$ cat config.mk
export PLATFORM = sky130hd
export DESIGN_NAME = ph_bl_sub
export DESIGN_NICKNAME = d
export VERILOG_FILES = /design/src/rtl/ph_bl_sub.sv
export SDC_FILE = /design/constraint.sdc
export NUM_CORES = 2
export LEC_CHECK = 0
export BUFFER_PORTS_ARGS = -buffer_cell sky130_fd_sc_hd__buf_2
export CAP_MARGIN = 20
export CORE_ASPECT_RATIO = 0.6
export CORE_MARGIN = 2
export CORE_UTILIZATION = 55
export DETAILED_ROUTE_END_ITERATION = 7
export PLACE_DENSITY = 0.71
export SYNTH_ARGS = -nofsm -noshare
export SYNTH_HDL_FRONTEND = slang
export SYNTH_SLANG_ARGS = --single-unit
$ cat constraint.sdc
create_clock -name clk -period 6.8 [get_ports clk]
set_clock_uncertainty 0.2 [all_clocks]
set_input_delay 0.68 -clock clk [delete_from_list [all_inputs] [get_ports clk]]
set_output_delay 0.68 -clock clk [all_outputs]
set_load 0.03 [all_outputs]
$ cat src/rtl/ph_bl_sub.sv
// ph_bl_sub - pulse-height baseline subtractor.
//
// Waits for a completed PH frame in the ping-pong cache (falling edge of
// ph_cache_valid), reads FRAME_WORDS words through the cache read port,
// subtracts a per-word baseline from an internal register file and streams
// the corrected words out on an AXI-stream master.
//
// Ports:
//   clk, rst            clock, synchronous active-high reset
//   ph_cache_valid      high while the cache is being filled; falling edge starts a frame
//   ph_cache_enb/raddr  cache read request (one word per cycle, credit limited)
//   ph_cache_data       cache read data, RD_LAT cycles after the request
//   bl_wr_en/addr/data  baseline register file write port (not reset)
//   m_axis_*            corrected word stream, tlast on word FRAME_WORDS-1
//   busy                frame in progress
//   frame_cnt           frames completed (wrapping)
//   overrun_cnt         frames dropped because a start arrived while busy (saturating)
//
// Build option:
//   PH_BL_SAT_EN  when defined, negative differences clamp to 16'h0000;
//                 otherwise the low 16 bits of the difference are output.

module ph_bl_sub #(
   parameter int unsigned FRAME_WORDS = 128,
   parameter int unsigned RD_LAT      = 1,
   parameter int unsigned OFIFO_DEPTH = 4
) (
   input  logic        clk,
   input  logic        rst,
   input  logic        ph_cache_valid,
   output logic        ph_cache_enb,
   output logic [7:0]  ph_cache_raddr,
   input  logic [15:0] ph_cache_data,
   input  logic        bl_wr_en,
   input  logic [7:0]  bl_wr_addr,
   input  logic [15:0] bl_wr_data,
   output logic [15:0] m_axis_tdata,
   output logic        m_axis_tvalid,
   output logic        m_axis_tlast,
   input  logic        m_axis_tready,
   output logic        busy,
   output logic [15:0] frame_cnt,
   output logic [15:0] overrun_cnt
);

   localparam int unsigned CW = $clog2(OFIFO_DEPTH) + 1;
   localparam int unsigned PW = $clog2(OFIFO_DEPTH);
   localparam int unsigned BW = $clog2(FRAME_WORDS);
   localparam logic [7:0]  LAST_ADDR = 8'(FRAME_WORDS - 1);

   typedef enum logic [1:0] {
      IDLE,
      READ,
      DRAIN
   } state_t;

   state_t state, state_nxt;

   logic              valid_d;
   logic              start;
   logic [7:0]        rd_addr;
   logic              issue;
   logic              pop;
   logic              frame_done;
   logic [CW-1:0]     fifo_count;
   logic [CW-1:0]     inflight;
   logic [CW:0]       credit_used;

   logic [RD_LAT-1:0] tag_vld;
   logic [7:0]        tag_pipe [RD_LAT];
   logic [7:0]        tag_out;
   logic              tag_live;

   logic [15:0]       baseline [FRAME_WORDS];
   logic [15:0]       bl_rd;
   logic [15:0]       corr;

   logic              diff_vld;
   logic              diff_last;
   logic [15:0]       diff_q;

   logic [15:0]       fifo_data [OFIFO_DEPTH];
   logic              fifo_last [OFIFO_DEPTH];
   logic [PW-1:0]     wr_ptr;
   logic [PW-1:0]     rd_ptr;

   // ------------------------------------------------------------------
   // Start detection: only a high->low transition seen through valid_d
   // counts, so valid already high when reset releases is not a start.
   // ------------------------------------------------------------------
   always_ff @(posedge clk) begin
      if (rst) valid_d <= 1'b0;
      else     valid_d <= ph_cache_valid;
   end

   assign start = valid_d & ~ph_cache_valid;

   // ------------------------------------------------------------------
   // FSM
   // ------------------------------------------------------------------
   assign credit_used = {1'b0, fifo_count} + {1'b0, inflight};

   always_ff @(posedge clk) begin
      if (rst) state <= IDLE;
      else     state <= state_nxt;
   end

   always_comb begin
      state_nxt = state;
      issue     = 1'b0;
      case (state)
         IDLE: begin
            if (start) state_nxt = READ;
         end
         READ: begin
            // Every issued read owns a FIFO slot until popped, so the FIFO
            // can never overflow and its write side never stalls.
            issue = (credit_used < (CW+1)'(OFIFO_DEPTH));
            if (issue && (rd_addr == LAST_ADDR)) state_nxt = DRAIN;
         end
         DRAIN: begin
            if (pop && m_axis_tlast) state_nxt = IDLE;
         end
         default: state_nxt = IDLE;
      endcase
   end

   assign frame_done     = (state == DRAIN) && pop && m_axis_tlast;
   assign ph_cache_enb   = issue;
   assign ph_cache_raddr = rd_addr;
   assign busy           = (state != IDLE);

   always_ff @(posedge clk) begin
      if (rst) begin
         rd_addr <= '0;
      end else if ((state == IDLE) && start) begin
         rd_addr <= '0;
      end else if (issue) begin
         rd_addr <= rd_addr + 8'd1;
      end else if (frame_done) begin
         rd_addr <= '0;
      end
   end

   // ------------------------------------------------------------------
   // Tag pipe: carries the issued address alongside the cache read.
   // ------------------------------------------------------------------
   always_ff @(posedge clk) begin
      if (rst) begin
         tag_vld <= '0;
         for (int unsigned i = 0; i < RD_LAT; i++) tag_pipe[i] <= '0;
      end else begin
         tag_vld[0]  <= issue;
         tag_pipe[0] <= rd_addr;
         for (int unsigned i = 1; i < RD_LAT; i++) begin
            tag_vld[i]  <= tag_vld[i-1];
            tag_pipe[i] <= tag_pipe[i-1];
         end
      end
   end

   assign tag_out  = tag_pipe[RD_LAT-1];
   assign tag_live = tag_vld[RD_LAT-1];

   // ------------------------------------------------------------------
   // Baseline register file (deliberately not reset). A write lands at
   // the clock edge, so a subtraction in the same cycle sees the old value.
   // ------------------------------------------------------------------
   always_ff @(posedge clk) begin
      if (bl_wr_en && ({1'b0, bl_wr_addr} < 9'(FRAME_WORDS)))
         baseline[bl_wr_addr[BW-1:0]] <= bl_wr_data;
   end

   assign bl_rd = baseline[tag_out[BW-1:0]];

`ifdef PH_BL_SAT_EN
   logic [16:0] diff;
   always_comb begin
      diff = {1'b0, ph_cache_data} - {1'b0, bl_rd};
      corr = diff[16] ? '0 : diff[15:0];
   end
`else
   always_comb corr = ph_cache_data - bl_rd;
`endif

   always_ff @(posedge clk) begin
      if (rst) begin
         diff_vld  <= 1'b0;
         diff_last <= 1'b0;
         diff_q    <= '0;
      end else begin
         diff_vld  <= tag_live;
         diff_last <= (tag_out == LAST_ADDR);
         diff_q    <= corr;
      end
   end

   // ------------------------------------------------------------------
   // Outstanding reads not yet written into the FIFO.
   // ------------------------------------------------------------------
   always_ff @(posedge clk) begin
      if (rst) inflight <= '0;
      else     inflight <= inflight + CW'(issue) - CW'(diff_vld);
   end

   // ------------------------------------------------------------------
   // Output FIFO, first-word-fall-through.
   // ------------------------------------------------------------------
   always_ff @(posedge clk) begin
      if (diff_vld) begin
         fifo_data[wr_ptr] <= diff_q;
         fifo_last[wr_ptr] <= diff_last;
      end
   end

   always_ff @(posedge clk) begin
      if (rst) begin
         wr_ptr     <= '0;
         rd_ptr     <= '0;
         fifo_count <= '0;
      end else begin
         if (diff_vld) wr_ptr <= wr_ptr + PW'(1);
         if (pop)      rd_ptr <= rd_ptr + PW'(1);
         fifo_count <= fifo_count + CW'(diff_vld) - CW'(pop);
      end
   end

   assign m_axis_tvalid = (fifo_count != '0);
   assign m_axis_tdata  = m_axis_tvalid ? fifo_data[rd_ptr] : '0;
   assign m_axis_tlast  = m_axis_tvalid & fifo_last[rd_ptr];
   assign pop           = m_axis_tvalid & m_axis_tready;

   // ------------------------------------------------------------------
   // Statistics counters
   // ------------------------------------------------------------------
   always_ff @(posedge clk) begin
      if (rst) begin
         frame_cnt   <= '0;
         overrun_cnt <= '0;
      end else begin
         if (frame_done) frame_cnt <= frame_cnt + 16'd1;
         if (start && (state != IDLE) && (overrun_cnt != '1))
            overrun_cnt <= overrun_cnt + 16'd1;
      end
   end

endmodule
* Yosys cells after proc, flatten, opt, wreduce, memory -nomap -nowiden
Memories as Yosys holds them, arrays and structs flattened. A register that Yosys moved wholly into a read port is not among the register bits. Index checks and enable logic that the tools add are counted.
Cells by class: add/sub/neg operators 11, multiply operators 0, div/mod/pow operators 0, order comparisons 2, equality and inequality tests 8, shifts and indexed selects 0, multiplexer cells 21, bitwise logic cells 4, reductions and logical operators 15
Operators by type and width (number):
- 16-bit by 1-bit adder with 16-bit output (second input constant) | 2
- 8-bit two-way mux | 3
- 8-bit by 7-bit equality test with 1-bit output (second input constant) | 2
- 16-bit two-way mux | 1
- 16-bit != test (second input constant) | 1
- 16-bit subtractor | 1
- 2-bit two-way mux | 7
- 1-bit two-way mux | 9
- 8-bit by 1-bit adder with 8-bit output (second input constant) | 1
- 1-bit logical AND | 8
- 8-bit less-than comparator (second input constant) | 1
- 8-bit OR reduction | 1
- 3-bit by 1-bit adder with 3-bit output | 2
- 2-bit != test (second input constant) | 3
- 2-bit one-hot mux with 3 select lines | 1
- 3-bit by 1-bit subtractor with 3-bit output | 2
- 2-bit by 1-bit adder with 2-bit output (second input constant) | 2
- 3-bit by 3-bit adder with 4-bit output | 1
- 4-bit by 3-bit less-than comparator with 1-bit output (second input constant) | 1
- 2-bit nonzero test | 2
- 1-bit AND | 3
- 3-bit AND reduction | 1
- 3-bit nonzero test | 1
- 2-bit by 1-bit equality test with 1-bit output (second input constant) | 1
- 4 further kinds | 4
Storage, ports and cells: bits in registers 72, bits in latches 0, memory bits (writable) 2124, bits in read-only memories 0, input port bits 45, output and inout port bits 60, logic and storage cells 78, memories kept 4
Memory list:
- baseline | depth 128, bits a word 16, read ports 1, clocked after Yosys merged registers in 0, write ports 1, RTL line 74 | logic [15:0] baseline [FRAME_WORDS];
- fifo_data | depth 4, bits a word 16, read ports 1, clocked after Yosys merged registers in 1, write ports 1, RTL line 82 | logic [15:0] fifo_data [OFIFO_DEPTH];
- tag_pipe | depth 1, bits a word 8, read ports 1, clocked after Yosys merged registers in 0, write ports 1, RTL line 70 | logic [7:0] tag_pipe [RD_LAT];
- fifo_last | depth 4, bits a word 1, read ports 1, clocked after Yosys merged registers in 1, write ports 1, RTL line 83 | logic fifo_last [OFIFO_DEPTH];

* Logic depth before layout (Yosys ltp)
depth in word-level cells 6, depth in mapped cells 17, gate-level depth less buffers 14

* Worst setup path before layout
No wires, ideal clock.
kind register -> register, from memory tag_pipe[0][1], to register diff_q[12], setup time 0.079 ns, data arrival time 4.349 ns, required time 6.521 ns, setup slack 2.172 ns, cell stages (with the launch flop) 16, path buffers 3, cells stage by stage dfxtp_1 clkbuf_1 clkbuf_1 clkbuf_1 mux4_2 mux4_2 mux4_2 mux2i_1 ha_1 a21o_1 a21oi_1 o21ai_0 a31o_2 a31o_2 and2_1 o211ai_1
Between the ends: longest elaborated chain between the ends 3
Ends and longest elaborated chain:
- from (decl) | RTL line 70
- memory read 1 x 8 bit
- memory read 128 x 16 bit
- 16-bit subtractor | RTL line 183 | always_comb corr = ph_cache_data - bl_rd;
- to (signal assigned) | RTL line 194 | diff_q <= corr;
- to (decl) | RTL line 80 | logic [15:0] diff_q;
Every way passes these cells. A chain may end at the register's enable or synchronous reset.

* Worst setup path after layout
from memory tag_pipe[0][0], to register diff_q[15]
The elaborated chain is that of the path after synthesis.

==> flow_summary.html <==
<table>
<tr><th>Metric</th><th>Value</th></tr>
<tr><th colspan="2">Status</th></tr>
<tr><td>Run status</td><td>finished, final reports clean</td></tr>
<tr><th colspan="2">Worst hold path</th></tr>
<tr><td>Worst min-delay path endpoint</td><td>baseline[112][2]</td></tr>
<tr><td>Class of the most critical hold timing path</td><td>in -&gt; reg</td></tr>
<tr><td>Hold path cells</td><td>1</td></tr>
<tr><td>Startpoint of the lowest-slack hold path</td><td>bl_wr_data[2]</td></tr>
<tr><th colspan="2">Power and ir drop</th></tr>
<tr><td>Pwr/cell area</td><td>279.6 nW/um2</td></tr>
<tr><td>Worst vdd rail ir drop</td><td>0.2503 mV</td></tr>
<tr><td>Final total power</td><td>0.02672 W</td></tr>
<tr><td>Leakage Power</td><td>29.24 nW</td></tr>
<tr><th colspan="2">Global routing</th></tr>
<tr><td>Via count of the first global-routing pass</td><td>39280</td></tr>
<tr><td>Largest net degree at the start of global routing</td><td>113</td></tr>
<tr><td>Global-route wire length before repair</td><td>298100 um</td></tr>
<tr><td>Global Route Usage Sum</td><td>26.93%</td></tr>
<tr><td>Initial antenna violation count</td><td>23</td></tr>
<tr><td>Aggregate global routing overflow</td><td>0</td></tr>
<tr><th colspan="2">Routing</th></tr>
<tr><td>Post-detailed-route count of antenna-violating nets</td><td>0</td></tr>
<tr><td>Drt via density</td><td>6.611</td></tr>
<tr><td>Initial DRT Pass Iterations</td><td>6</td></tr>
<tr><td>Residual DRC</td><td>0</td></tr>
<tr><td>Final wirelength</td><td>210400 um</td></tr>
<tr><td>DRT iter0 DRCs</td><td>7301</td></tr>
<tr><td>Via count of the routed design</td><td>41010</td></tr>
<tr><td>Post-detailed-route wirelength per cell</td><td>33.92 um</td></tr>
<tr><th colspan="2">Critical path</th></tr>
<tr><td>Reg2Reg Capture Point</td><td>diff_q[15]</td></tr>
<tr><td>Type of origin of the critical path</td><td>flop</td></tr>
<tr><td>Source of the worst register-to-register timing path</td><td>tag_pipe[0][0]</td></tr>
<tr><td>Required time at the worst-slack endpoint</td><td>7.34 ns</td></tr>
<tr><td>Critical path arrival</td><td>6.21 ns</td></tr>
<tr><td>Critical-path maximum fanout</td><td>41</td></tr>
<tr><td>Classification of the worst setup path</td><td>reg -&gt; reg</td></tr>
<tr><td>Register-to-register path setup slack</td><td>1.13 ns</td></tr>
<tr><td>Endpoint class of the critical path</td><td>flop</td></tr>
<tr><td>Logic depth of the worst register-to-register path</td><td>15</td></tr>
<tr><th colspan="2">STA</th></tr>
<tr><td>Time the worst path needs with I/O delays and setup</td><td>5.667 ns</td></tr>
<tr><td>Achievable clock frequency</td><td>176.5 MHz</td></tr>
<tr><td>Worst-margin pin slew</td><td>1.095 ns</td></tr>
<tr><td>Worst Hold Margin</td><td>0.06153 ns</td></tr>
<tr><td>Number of setup violations in the final report</td><td>0</td></tr>
<tr><td>Number of max-slew violations in the final report</td><td>0</td></tr>
<tr><td>Setup repair after global routing missed its margin</td><td>no</td></tr>
<tr><td>Normalized max-slew margin</td><td>26.97%</td></tr>
<tr><td>Part of the cycle the worst path needs</td><td>83.34%</td></tr>
<tr><td>Final number of hold-violating endpoints</td><td>0</td></tr>
<tr><td>Post-route setup TNS</td><td>0 ns</td></tr>
<tr><th colspan="2">Logic synthesis</th></tr>
<tr><td>FFs w/ async S/R, synth</td><td>0%</td></tr>
<tr><td>Number of synthesized register bits</td><td>2198</td></tr>
<tr><td>Gate count after technology mapping</td><td>3669</td></tr>
<tr><td>Synthesized area per cell</td><td>23.11 um2</td></tr>
<tr><td>Number of synthesized flops with an enable pin</td><td>2116</td></tr>
<tr><td>Synthesized-area fraction occupied by ao, oa, aoi and oai cells</td><td>0.4929%</td></tr>
<tr><td>Main combinational cell family by area after synthesis</td><td>multiplexers</td></tr>
<tr><td>Fraction of the mapped netlist area in adder cells</td><td>0.4988%</td></tr>
<tr><td>Post-synth design cell area</td><td>84790 um2</td></tr>
<tr><td>Multiplexer fraction of the synthesized cell area</td><td>18.38%</td></tr>
<tr><td>Most used DFF post-synth</td><td>sky130_fd_sc_hd__edfxtp_1</td></tr>
<tr><td>Xor/xnor cell area share of the yosys netlist</td><td>0.4545%</td></tr>
<tr><td>Total of warnings raised by yosys</td><td>0</td></tr>
<tr><td>Share of synthesized area occupied by flip-flops and latches</td><td>76.88%</td></tr>
<tr><td>Number of library cell types mapped by synthesis</td><td>54</td></tr>
<tr><td>Post-Synth Simple-Gate Area</td><td>2.307%</td></tr>
<tr><td>Nets in the synthesized netlist</td><td>3746</td></tr>
<tr><th colspan="2">Clock tree</th></tr>
<tr><td>Clock root cell</td><td>sky130_fd_sc_hd__clkbuf_16</td></tr>
<tr><td>Clock net sink count</td><td>2198</td></tr>
<tr><td>TritonCTS Buffers</td><td>182</td></tr>
<tr><td>Source-to-sink clock delay at the later pin of the worst-skew pair</td><td>0.82 ns</td></tr>
<tr><td>CTS H-tree depth</td><td>4</td></tr>
<tr><td>Maximum count of clock buffers along a single path</td><td>3</td></tr>
<tr><td>Clock slew seen by the registers of the worst setup and hold paths</td><td>0.07 ns</td></tr>
<tr><td>Buffers inserted by post-CTS timing repair</td><td>0</td></tr>
<tr><td>Clock tree from TritonCTS</td><td>done</td></tr>
<tr><td>Quantity of gates resized following cts</td><td>0</td></tr>
<tr><th colspan="2">Placed design</th></tr>
<tr><td>HPWL after detailed placement</td><td>126100 um</td></tr>
<tr><td>Buffers added on ports</td><td>104</td></tr>
<tr><td>Final estimated routing congestion in global placement</td><td>0.8510</td></tr>
<tr><td>DP Cell Count</td><td>5848</td></tr>
<tr><th colspan="2">Floorplan</th></tr>
<tr><td>Starting density of the core</td><td>55.45%</td></tr>
<tr><td>Number of top-level design ports</td><td>105</td></tr>
<tr><td>Total number of placement rows</td><td>111</td></tr>
<tr><td>Die H</td><td>308.1 um</td></tr>
<tr><td>Die Footprint</td><td>157400 um2</td></tr>
<tr><td>X dimension of the die</td><td>510.9 um</td></tr>
<tr><td>Area of the core</td><td>152900 um2</td></tr>
<tr><th colspan="2">Run</th></tr>
<tr><td>Number of maximum-capacitance violations</td><td>0</td></tr>
<tr><th colspan="2">Finish</th></tr>
<tr><td>Fill cell total of the finished layout</td><td>9972</td></tr>
<tr><td>Area Growth Syn to Fin</td><td>12.74%</td></tr>
<tr><td>Layout Cells excl Fill</td><td>6203</td></tr>
<tr><td>Proportion of layout cells with a drive suffix above 1</td><td>33.35%</td></tr>
<tr><td>Post-layout util</td><td>62.51%</td></tr>
<tr><td>NumNets Final</td><td>4083</td></tr>
</table>
-- sequential cells by signal, indices dropped and copies added, names as in the netlist, 2 cells and up, named ones only --
register        count
fifo_count          3
wr_ptr              2
fifo_data          64
tag_pipe            8
rd_ptr              2
inflight            3
overrun_cnt        16
ph_cache_raddr      8
diff_q             16
frame_cnt          16
fifo_last           4
state               2
baseline         2048
-- critical path, cell delays in order (launching register included) --
cell	delay [ns]
sky130_fd_sc_hd__dfxtp_4	0.86
sky130_fd_sc_hd__buf_12	0.40
sky130_fd_sc_hd__buf_12	0.23
sky130_fd_sc_hd__buf_4	0.23
sky130_fd_sc_hd__mux4_2	0.55
sky130_fd_sc_hd__mux4_2	0.54
sky130_fd_sc_hd__mux2i_1	0.27
sky130_fd_sc_hd__a211oi_1	0.18
sky130_fd_sc_hd__a21oi_1	0.33
sky130_fd_sc_hd__ha_1	0.35
sky130_fd_sc_hd__o21a_1	0.22
sky130_fd_sc_hd__o21ai_0	0.43
sky130_fd_sc_hd__a21oi_1	0.22
sky130_fd_sc_hd__a21bo_2	0.25
sky130_fd_sc_hd__a22oi_1	0.16
sky130_fd_sc_hd__nand2b_1	0.13
-- cells in the mapped netlist, drive strengths merged (5+ instances only) --
master / count / share of area, %
edfxtp: 2116 / 75
mux4: 676 / 18
nor2: 210 / 0.93
clkbuf: 99 / 0.44
buf: 85 / 0.47
dfxtp: 82 / 1.9
nand2: 52 / 0.23
ha: 29 / 0.43
mux2i: 29 / 0.34
nor2b: 27 / 0.20
and2: 26 / 0.19
xor2: 25 / 0.26
nand3: 24 / 0.14
a21oi: 23 / 0.14
xnor2: 19 / 0.20
inv: 18 / 0.080
nand4: 17 / 0.13
o21ai: 14 / 0.083
nor3: 11 / 0.065
and3: 8 / 0.059
mux2: 6 / 0.080
or3: 6 / 0.044
nand2b: 5 / 0.037
nand3b: 5 / 0.044
nor3b: 5 / 0.044
or3b: 5 / 0.052
-- cell families after synthesis --
| family | after synthesis |
|---|---|
| flops | 2198 |
| mux | 711 |
| simple gates | 416 |
| buf+inv | 202 |
| compound gates | 66 |
| xor+xnor | 44 |
| fa+ha+maj | 32 |
-- power by group --
group	internal, W	leakage, nW	switching (W)
clock network	0.00574	2.89	0.00483
logic	0.000433	6.65	0.000783
registers	0.0149	19.7	0.0000453
-- stage by stage --
step	setup slack [ns]	area (um2)
2_1_floorplan	2.172	84790
3_3_place_gp	1.233	89310
3_5_place_dp	1.231	89500
4_1_cts	1.214	95450
5_1_grt	0.9482	95580
6_report	1.133	95590
-- how the worst max path moves through the flow --
stage,startpoint,end,cells past startpoint
6_report,tag_pipe[0][0],diff_q[15],15
5_1_grt,tag_pipe[0][0],diff_q[15],15
4_1_cts,tag_pipe[0][0],diff_q[15],15
3_5_place_dp,tag_pipe[0][0],diff_q[15],15
3_3_place_gp,tag_pipe[0][0],diff_q[15],14
2_1_floorplan,tag_pipe[0][1],diff_q[12],15
-- cell usage in the layout, fill, tap and decap left out, types with 6 or more instances in the layout --
master / n
sky130_fd_sc_hd__buf_4: 208
sky130_fd_sc_hd__nor2_1: 111
sky130_fd_sc_hd__a21oi_1: 23
sky130_fd_sc_hd__clkbuf_16: 185
sky130_fd_sc_hd__mux2i_1: 29
sky130_fd_sc_hd__diode_2: 7
sky130_fd_sc_hd__buf_12: 25
sky130_fd_sc_hd__clkinv_1: 40
sky130_fd_sc_hd__inv_1: 17
sky130_fd_sc_hd__xor2_1: 25
sky130_fd_sc_hd__mux2_2: 6
sky130_fd_sc_hd__nor3_1: 11
sky130_fd_sc_hd__nand2_1: 52
sky130_fd_sc_hd__o21ai_0: 14
sky130_fd_sc_hd__and2_1: 25
sky130_fd_sc_hd__or3_1: 6
sky130_fd_sc_hd__mux4_2: 676
sky130_fd_sc_hd__nand4_1: 17
sky130_fd_sc_hd__dfxtp_1: 77
sky130_fd_sc_hd__clkinv_2: 29
sky130_fd_sc_hd__nor2b_1: 27
sky130_fd_sc_hd__buf_16: 6
sky130_fd_sc_hd__buf_8: 8
sky130_fd_sc_hd__clkbuf_1: 44
sky130_fd_sc_hd__ha_1: 29
sky130_fd_sc_hd__nand3_1: 24
sky130_fd_sc_hd__buf_2: 88
sky130_fd_sc_hd__edfxtp_1: 2116
sky130_fd_sc_hd__nor2_2: 99
sky130_fd_sc_hd__xnor2_1: 19
sky130_fd_sc_hd__bufinv_16: 17
sky130_fd_sc_hd__and3_1: 8
-- layer usage --
metal / global-route usage (%) / vias to the layer above / wire length (um)
li1: - / 16200 / -
met1: 43.18 / 21710 / 85590
met2: 36.73 / 2818 / 89740
met3: 7.536 / 280 / 30590
met4: 6.671 / 2 / 4469
met5: 0 / - / 13
-- cell type report --
class / count / area [um2] / area share, %
flip-flops and latches: 2198 / 65200 / 68.21
inverters: 18 / 75.07 / 0.07854
repair buffers: 337 / 2808 / 2.937
clock inverters: 106 / 1066 / 1.115
multi-input cells: 1269 / 19010 / 19.89
diodes: 7 / 17.52 / 0.01833
well taps: 2034 / 2545 / 2.662
clock buffers: 234 / 4863 / 5.088
-- repair_timing --
action                                 4_1_cts  5_1_grt
setup endpoints to repair                    0        0
hold buffers                                 2        0
endpoints found under the hold margin       17        0
(Power assumes the default switching activity.)
